--- src/rtl/ccff_chain_loader.sv ---
// Programming-side driver for one tile's configuration flip-flop chain: serialises
// bitstream words MSB-first onto ccff_head and returns the displaced tail bits as readback words.
module ccff_chain_loader #(
    parameter int WORD_W    = 8,
    parameter int CHAIN_LEN = 12,
    parameter int CNT_W     = 16
) (
    input  logic              prog_clk,
    input  logic              prog_rst_n,
    input  logic              start,
    input  logic              abort,
    input  logic [WORD_W-1:0] word_data,
    input  logic              word_valid,
    output logic              word_ready,
    output logic [WORD_W-1:0] rb_data,
    output logic              rb_valid,
    input  logic              rb_ready,
    output logic              ccff_head,
    output logic              ccff_shift_en,
    input  logic              ccff_tail,
    output logic              busy,
    output logic              done
);

    localparam int                NB_W        = $clog2(WORD_W + 1);
    localparam logic [NB_W-1:0]   WORD_NB     = NB_W'(WORD_W);
    localparam logic [CNT_W-1:0]  CHAIN_LEN_C = CNT_W'(CHAIN_LEN);
    localparam logic [CNT_W-1:0]  WORD_W_C    = CNT_W'(WORD_W);

    typedef enum logic [2:0] {
        ST_IDLE  = 3'd0,
        ST_FETCH = 3'd1,
        ST_SHIFT = 3'd2,
        ST_RBACK = 3'd3,
        ST_DONE  = 3'd4
    } state_t;

    state_t             r_state;
    state_t             w_next_state;
    logic [WORD_W-1:0]  r_sreg;
    logic [WORD_W-1:0]  r_rb_sreg;
    logic [WORD_W-1:0]  w_rb_sreg_nxt;
    logic [CNT_W-1:0]   r_bit_cnt;
    logic [CNT_W-1:0]   w_remain;
    logic [NB_W-1:0]    r_nbits;
    logic [NB_W-1:0]    r_scnt;
    logic [NB_W-1:0]    w_nbits;
    logic               w_accept;
    logic               r_head;
    logic               r_shift_en;
    logic               r_word_ready;
    logic               r_rb_valid;
    logic [WORD_W-1:0]  r_rb_data;
    logic               r_busy;
    logic               r_done;

    // Readback collects tail bits LSB-side; a short final word is moved up to the MSB end.
    function automatic logic [WORD_W-1:0] f_left_align(input logic [WORD_W-1:0] v,
                                                       input logic [NB_W-1:0]   n);
        logic [NB_W-1:0] amt;
        amt = WORD_NB - n;
        return v << amt;
    endfunction

    assign w_remain      = CHAIN_LEN_C - r_bit_cnt;
    assign w_nbits       = (w_remain > WORD_W_C) ? WORD_NB : NB_W'(w_remain);
    assign w_accept      = (r_state == ST_FETCH) && word_valid && !abort;
    assign w_rb_sreg_nxt = {r_rb_sreg[WORD_W-2:0], ccff_tail};

    // State register.
    always_ff @(posedge prog_clk or negedge prog_rst_n) begin
        if (!prog_rst_n) begin
            r_state <= ST_IDLE;
        end else begin
            r_state <= w_next_state;
        end
    end

    // Next-state decode; abort overrides every transition.
    always_comb begin
        w_next_state = r_state;
        if (abort) begin
            w_next_state = ST_IDLE;
        end else begin
            case (r_state)
                ST_IDLE: begin
                    if (start) w_next_state = ST_FETCH;
                    else       w_next_state = ST_IDLE;
                end
                ST_FETCH: begin
                    if (word_valid) w_next_state = ST_SHIFT;
                    else            w_next_state = ST_FETCH;
                end
                ST_SHIFT: begin
                    if (r_scnt == NB_W'(1)) w_next_state = ST_RBACK;
                    else                    w_next_state = ST_SHIFT;
                end
                ST_RBACK: begin
                    if (!rb_ready)                      w_next_state = ST_RBACK;
                    else if (r_bit_cnt == CHAIN_LEN_C)  w_next_state = ST_DONE;
                    else                                w_next_state = ST_FETCH;
                end
                ST_DONE:  w_next_state = ST_IDLE;
                default:  w_next_state = ST_IDLE;
            endcase
        end
    end

    // Word/readback shift registers and bit counters.
    always_ff @(posedge prog_clk or negedge prog_rst_n) begin
        if (!prog_rst_n) begin
            r_sreg    <= {WORD_W{1'b0}};
            r_rb_sreg <= {WORD_W{1'b0}};
            r_bit_cnt <= {CNT_W{1'b0}};
            r_nbits   <= {NB_W{1'b0}};
            r_scnt    <= {NB_W{1'b0}};
        end else if ((r_state == ST_IDLE) && start && !abort) begin
            r_bit_cnt <= {CNT_W{1'b0}};
        end else if (w_accept) begin
            r_sreg    <= word_data;
            r_rb_sreg <= {WORD_W{1'b0}};
            r_nbits   <= w_nbits;
            r_scnt    <= w_nbits;
        end else if (r_state == ST_SHIFT) begin
            // The chain shifts on this edge even when aborting, so the counters track it.
            r_sreg    <= r_sreg << 1;
            r_rb_sreg <= w_rb_sreg_nxt;
            r_bit_cnt <= r_bit_cnt + CNT_W'(1);
            r_scnt    <= r_scnt - NB_W'(1);
        end else begin
            r_sreg    <= r_sreg;
        end
    end

    // Registered outputs, decoded from the next state so they line up with it.
    always_ff @(posedge prog_clk or negedge prog_rst_n) begin
        if (!prog_rst_n) begin
            r_shift_en   <= 1'b0;
            r_word_ready <= 1'b0;
            r_rb_valid   <= 1'b0;
            r_busy       <= 1'b0;
            r_done       <= 1'b0;
        end else begin
            r_shift_en   <= (w_next_state == ST_SHIFT);
            r_word_ready <= (w_next_state == ST_FETCH);
            r_rb_valid   <= (w_next_state == ST_RBACK);
            r_busy       <= (w_next_state != ST_IDLE);
            r_done       <= (w_next_state == ST_DONE);
        end
    end

    // Head bit mirrors the word MSB during SHIFT and holds its last value elsewhere.
    always_ff @(posedge prog_clk or negedge prog_rst_n) begin
        if (!prog_rst_n) begin
            r_head <= 1'b0;
        end else if (w_accept) begin
            r_head <= word_data[WORD_W-1];
        end else if ((r_state == ST_SHIFT) && (w_next_state == ST_SHIFT)) begin
            r_head <= r_sreg[WORD_W-2];
        end else begin
            r_head <= r_head;
        end
    end

    // Readback word captured on the last shift edge, including the tail bit sampled there.
    always_ff @(posedge prog_clk or negedge prog_rst_n) begin
        if (!prog_rst_n) begin
            r_rb_data <= {WORD_W{1'b0}};
        end else if ((r_state == ST_SHIFT) && (w_next_state == ST_RBACK)) begin
            r_rb_data <= f_left_align(w_rb_sreg_nxt, r_nbits);
        end else begin
            r_rb_data <= r_rb_data;
        end
    end

    assign word_ready    = r_word_ready;
    assign rb_data       = r_rb_data;
    assign rb_valid      = r_rb_valid;
    assign ccff_head     = r_head;
    assign ccff_shift_en = r_shift_en;
    assign busy          = r_busy;
    assign done          = r_done;

endmodule
--- config.mk ---
export PLATFORM = sky130hd
export DESIGN_NAME = ccff_chain_loader
export DESIGN_NICKNAME = d
export VERILOG_FILES = /design/src/rtl/ccff_chain_loader.sv
export SDC_FILE = /design/constraint.sdc
export NUM_CORES = 1
export LEC_CHECK = 0
export ABC_AREA = 0
export BUFFER_PORTS_ARGS = -buffer_cell sky130_fd_sc_hd__buf_2
export CAP_MARGIN = 10
export CELL_PAD_IN_SITES_DETAIL_PLACEMENT = 1
export CELL_PAD_IN_SITES_GLOBAL_PLACEMENT = 1
export CORE_ASPECT_RATIO = 1.1
export CORE_MARGIN = 2
export CORE_UTILIZATION = 41
export CTS_CLUSTER_DIAMETER = 200
export DETAILED_ROUTE_END_ITERATION = 8
export PLACE_DENSITY_LB_ADDON = 0.3
export SLEW_MARGIN = 10
export SYNTH_ARGS = -nofsm -noshare
export SYNTH_HDL_FRONTEND = slang
export SYNTH_SLANG_ARGS = --single-unit
export TNS_END_PERCENT = 50
--- constraint.sdc ---
create_clock -name prog_clk -period 2.1 [get_ports prog_clk]
set_clock_uncertainty 0.05 [all_clocks]
set_input_delay 0.42 -clock prog_clk [delete_from_list [all_inputs] [get_ports prog_clk]]
set_output_delay 0.42 -clock prog_clk [all_outputs]
set_load 0.05 [all_outputs]
### Word-level counts from Yosys, hierarchy flattened

Cells that the tools add are included.

* input bits: 15
* register bits after elaboration: 55
* logic and storage cells: 64

* add/sub/neg operators: 4
* reductions and logical operators: 15
* eq/ne operators: 10
* bitwise gates (word level): 1
* magnitude comparators: 1
* shifts and indexed selects: 1
* mux-type cells: 19

Operators with widths (count)
* 16-bit two-way mux: 3
* 7-bit two-way mux: 4
* 16-bit by 1-bit adder with 16-bit output (second input constant): 1
* 16-bit by 4-bit == test with 1-bit output (second input constant): 1
* 16-bit by 4-bit greater-than comparator with 1-bit output (second input constant): 1
* 4-bit by 16-bit subtractor with 16-bit output (first input constant): 1
* 3-bit by 2-bit == test with 1-bit output (second input constant): 4
* 4-bit two-way mux: 3
* 3-bit case mux with 4 select lines: 1
* 3-bit two-way mux: 3
* 8-bit by 4-bit << shifter with 8-bit output: 1
* 3-bit by 1-bit == test with 1-bit output (second input constant): 2
* 1-bit logical AND: 6
* 2-bit AND reduction: 3
* 2-bit nonzero test: 3
* 4-bit by 1-bit == test with 1-bit output (second input constant): 1
* 1-bit two-way mux: 4
* 4-bit by 1-bit subtractor with 4-bit output (second input constant): 1
* 4-bit subtractor (first input constant): 1
* 3-bit == test (second input constant): 1
* 3-bit zero test: 1
* 3-bit nonzero test: 1
* 2-bit two-way mux: 1
* 2-bit by 1-bit != test with 1-bit output (second input constant): 1
* 2 further kinds: 2

### Logic depth before layout (Yosys ltp)

* depth in word-level cells: 9
* mapped depth: 9
* depth with buffers taken out: 7

### Worst setup path after synthesis

No wires, ideal clock.

* path kind: register to register
* from: register r_bit_cnt[4]
* to: register r_nbits[3]
* period minus slack after synthesis: 2.253 ns
* arrival: 2.081 ns
* path slack: -0.153 ns
* buffers on the path: 2
* stages on the path, launching flop included: 8
* required time: 1.929 ns
* setup time: 0.121 ns
* path through: dfrtp_1 buf_6 or4_4 buf_6 nor4_1 mux2i_1 nand4_1 o22a_1

* cells in the longest elaborated chain, start to end: 3

RTL lines
* start: declaration: RTL line 43 `logic [CNT_W-1:0] r_bit_cnt;`
* start signal: assignment: RTL line 114 `r_bit_cnt <= {CNT_W{1'b0}};`
* start signal: assignment: RTL line 118 `r_bit_cnt <= {CNT_W{1'b0}};`
* start signal: assignment: RTL line 128 `r_bit_cnt <= r_bit_cnt + CNT_W'(1);`
* 4-bit by 16-bit subtractor with 16-bit output: RTL line 65 `assign w_remain = CHAIN_LEN_C - r_bit_cnt;`
* 16-bit by 4-bit greater-than comparator with 1-bit output: RTL line 66 `assign w_nbits = (w_remain > WORD_W_C) ? WORD_NB : NB_W'(w_remain);`
* 4-bit two-way mux: RTL line 66
* end signal: assignment: RTL line 115 `r_nbits <= {NB_W{1'b0}};`
* end signal: assignment: RTL line 122 `r_nbits <= w_nbits;`
* end: declaration: RTL line 45 `logic [NB_W-1:0] r_nbits;`

No other way between the ends.
A chain may end at the register's enable or synchronous reset.

### Worst setup path in the final report

* from: register r_bit_cnt[7]
* to: register r_scnt[0]

* cells in the longest elaborated chain, start to end: 4

RTL lines
* 4-bit by 16-bit subtractor with 16-bit output: RTL line 65
* 16-bit by 4-bit greater-than comparator with 1-bit output: RTL line 66
* 4-bit two-way mux: RTL line 66
* 4-bit two-way mux: RTL line 119 `end else if (w_accept) begin`
* end signal: assignment: RTL line 116 `r_scnt <= {NB_W{1'b0}};`
* end signal: assignment: RTL line 123 `r_scnt <= w_nbits;`
* end signal: assignment: RTL line 129 `r_scnt <= r_scnt - NB_W'(1);`
* end: declaration: RTL line 46 `logic [NB_W-1:0] r_scnt;`

No other way between the ends.

==> qor.csv <==
metric,value,unit
setup violators final,9,
Finished Core Util,0.526,
wire length per cell,17.3,um
CTS tree,yes,
placed insts,483,
yosys warns,0,
vias per cell,5.60,
synthesized flop and latch total,55,
Antenna Nets Post-Route,0,
peak supply drop,275,uV
Syn Std Cell Area,3110,um2
RSZ-0062 raised after global routing,yes,
port bufs,28,
P&R area growth vs syn,25.2,%
actual slew at the worst max-slew pin,0.474,ns
asr flop ratio synth,1.00,
antenna cells,0,
Die Ht,95.3,um
ordered cell list for the critical path,"or4_4, nor4_4, mux2i_1, buf_4, nand4_1, o22ai_1",
Tot GR Track Use,0.218,
Fillers,873,
"delay-heaviest family, CP",simple AND/OR/NAND/NOR gates,
total CTS buffers,5,
die width,87.0,um
"top cells by count, synth","nand2_1, dfrtp_1, nor2_1, a21oi_1, clkbuf_1",
Die ar.,8290,um2
most common cell in the netlist,nand2_1,
drc violations,0,
layout cells sized above 1,0.276,
area fraction of the dominant cell type after synthesis,0.443,
Yosys top cell by area,dfrtp_1,
"Reg clk slew, reported paths",0.10,ns
CTS H-tree depth,2,
Synth Instances,344,
CTS root buf,clkbuf_8,
Synth Net Count,364,
Core Region,7390,um2
run status,finished with violations,
setup ws final,-0.0765,ns
Setup CP Type,flip-flop to flip-flop,
data required time at the worst endpoint,2.29,ns
DPL Wire Length,6450,um
RePlAce Congestion,0.854,
Min Hold Slack,0.263,ns
total power divided by cell area,837,nW/um2
commonest register cell after synthesis,dfrtp_1,
crit end category,flip-flop,
Max Cap Viol,0,
"slowest stage cell, crit path",or4_4,
pin count of the biggest net entering global routing,39,
worst hold path class,input port to flip-flop,
drt total wl,8570,um
number of synthesized flops with an enable pin,0,
Max clock buf depth,2,
antenna violations before repair,0,
leakage power,1.78,nW
final worst path period share,1.04,
crit path DAT,2.36,ns
routed via count,2777,
"Avg Cell Area, Syn",9.03,um2
failing checks,negative setup slack,
Synth area leaders,"dfrtp_1, nand2_1, xnor2_1",
First DRT Iteration DRCs,94,
CP peak stage delay,0.64,ns
count of different cell masters after synthesis,55,
CTS sink cnt,55,
r2r setup slk,-0.08,ns
final net count,428,
sequential fraction of the synthesis area,0.443,
"Max FO, Critical Path",7,
# IOs,29,
Fmax,0.459,GHz
relative slew slack,0.683,
initial core utilization,0.421,
gr ovfl total,0,
WP buf/inv,1,
clk_lat worst skew,0.32,ns
vias in the first global route,2839,
drt pass-1 iters,4,
Setup crit start kind,flip-flop,
first-pass GRT wire length,14100,um
Hold Fails Final Rpt,0,
final cell count without fillers,496,
max-slew violations,0,
Period minus WS final,2.18,ns
row cnt,33,
## worst register-to-register path, cell delays in order (launching register included)
cell	delay [ns]
dfrtp_1	0.39
or4_4	0.64
nor4_4	0.23
mux2i_1	0.24
buf_4	0.16
nand4_1	0.18
o22ai_1	0.21
## cell usage in the layout, fill, tap and decap left out, drive strengths merged, types with 4 or more instances in the layout
cell and n:
buf 75, nand2 62, dfrtp 55, nor2 26, a21oi 16, o21ai 15, xnor2 13, inv 12
nor3 12, xor2 10, a31oi 8, nor4 7, nand4 6, nor2b 6, or3 6, nand3 5
ha 5, clkbuf 5, mux2i 4, and3 4, and2 4, o2111ai 4, o22ai 4, o31ai 4
## repair_timing
action	in CTS	in global routing
hold buffers	1	0
gates cloned	0	1
resized for setup	9	17
setup endpoints to repair	11	18
hold endpoints to repair	17	0
pin swaps	5	8
setup buffers	0	3
## where the power goes
| group | internal [W] | switching, W | total [W] |
|---|---|---|---|
| clock | 0.000240 | 0.000375 | 0.000615 |
| combinational | 0.000476 | 0.000749 | 0.00123 |
| sequential | 0.00126 | 0.000154 | 0.00142 |
## registers in the layout, summed over array words and instances (netlist names)
signal         count
done               1
r_sreg             7
r_scnt             4
busy               1
r_state            3
r_nbits            4
rb_valid           1
ccff_head          1
word_ready         1
rb_data            8
r_bit_cnt         16
r_rb_sreg          7
ccff_shift_en      1
## cells by family (layout without fill, tap and decap cells)
kind of cell / count (synthesis) / in the layout / share of synthesized area
AOI/OAI and AO/OA: 66 / 66 / 0.135
xor gates and xnor gates: 23 / 23 / 0.0648
adders and majority gates: 5 / 5 / 0.0201
buffers and inverters: 30 / 95 / 0.0415
DFF: 55 / 55 / 0.443
muxes: 9 / 9 / 0.0382
and+or+nand+nor: 156 / 156 / 0.257
## final timing paths
path	from	end	cells past startpoint
setup / recovery	r_bit_cnt[7]	r_scnt[0]	6
hold / removal	word_data[0]	r_sreg[0]	3
setup reg to reg	r_bit_cnt[7]	r_scnt[0]	6
hold reg to reg	rb_data[2]	rb_data[2]	2
max in group asynchronous	prog_rst_n	r_sreg[0]	3
min in group asynchronous	prog_rst_n	rb_data[0]	2
## metal layers
layer	vias up	GRT usage	part of all wire	wire length [um]
met5	-	0	0	0
met4	0	0.0716	0.021	182
met3	17	0.0277	0.029	250
met2	42	0.398	0.54	4640
met1	1383	0.262	0.41	3500
li1	1335	-	-	-
## per-stage QoR
step	instance area (um2)	setup TNS (ns)	setup WS (ns)	power, W
2_1_floorplan	3140	-0.0610	-0.0354	0.00215
3_3_place_gp	3630	-0.0106	-0.00829	0.00253
3_5_place_dp	3630	-0.476	-0.0766	0.00259
4_1_cts	3780	-0.342	-0.0591	0.00321
5_1_grt	3890	-1.10	-0.145	0.00346
6_report	3890	-0.370	-0.0765	0.00326
## final cells by class
cell class	count	area, um2	share of cell area
Clock buffer	5	68.8	0.0177
Clock inverter	3	22.5	0.00579
Inverter	11	41.3	0.0106
Multi-Input combinational cell	259	1740	0.448
Sequential cell	55	1380	0.354
Tap cell	87	109	0.0280
Timing Repair Buffer	76	531	0.136
No activity file was read; power rests on OpenSTA's default activity.
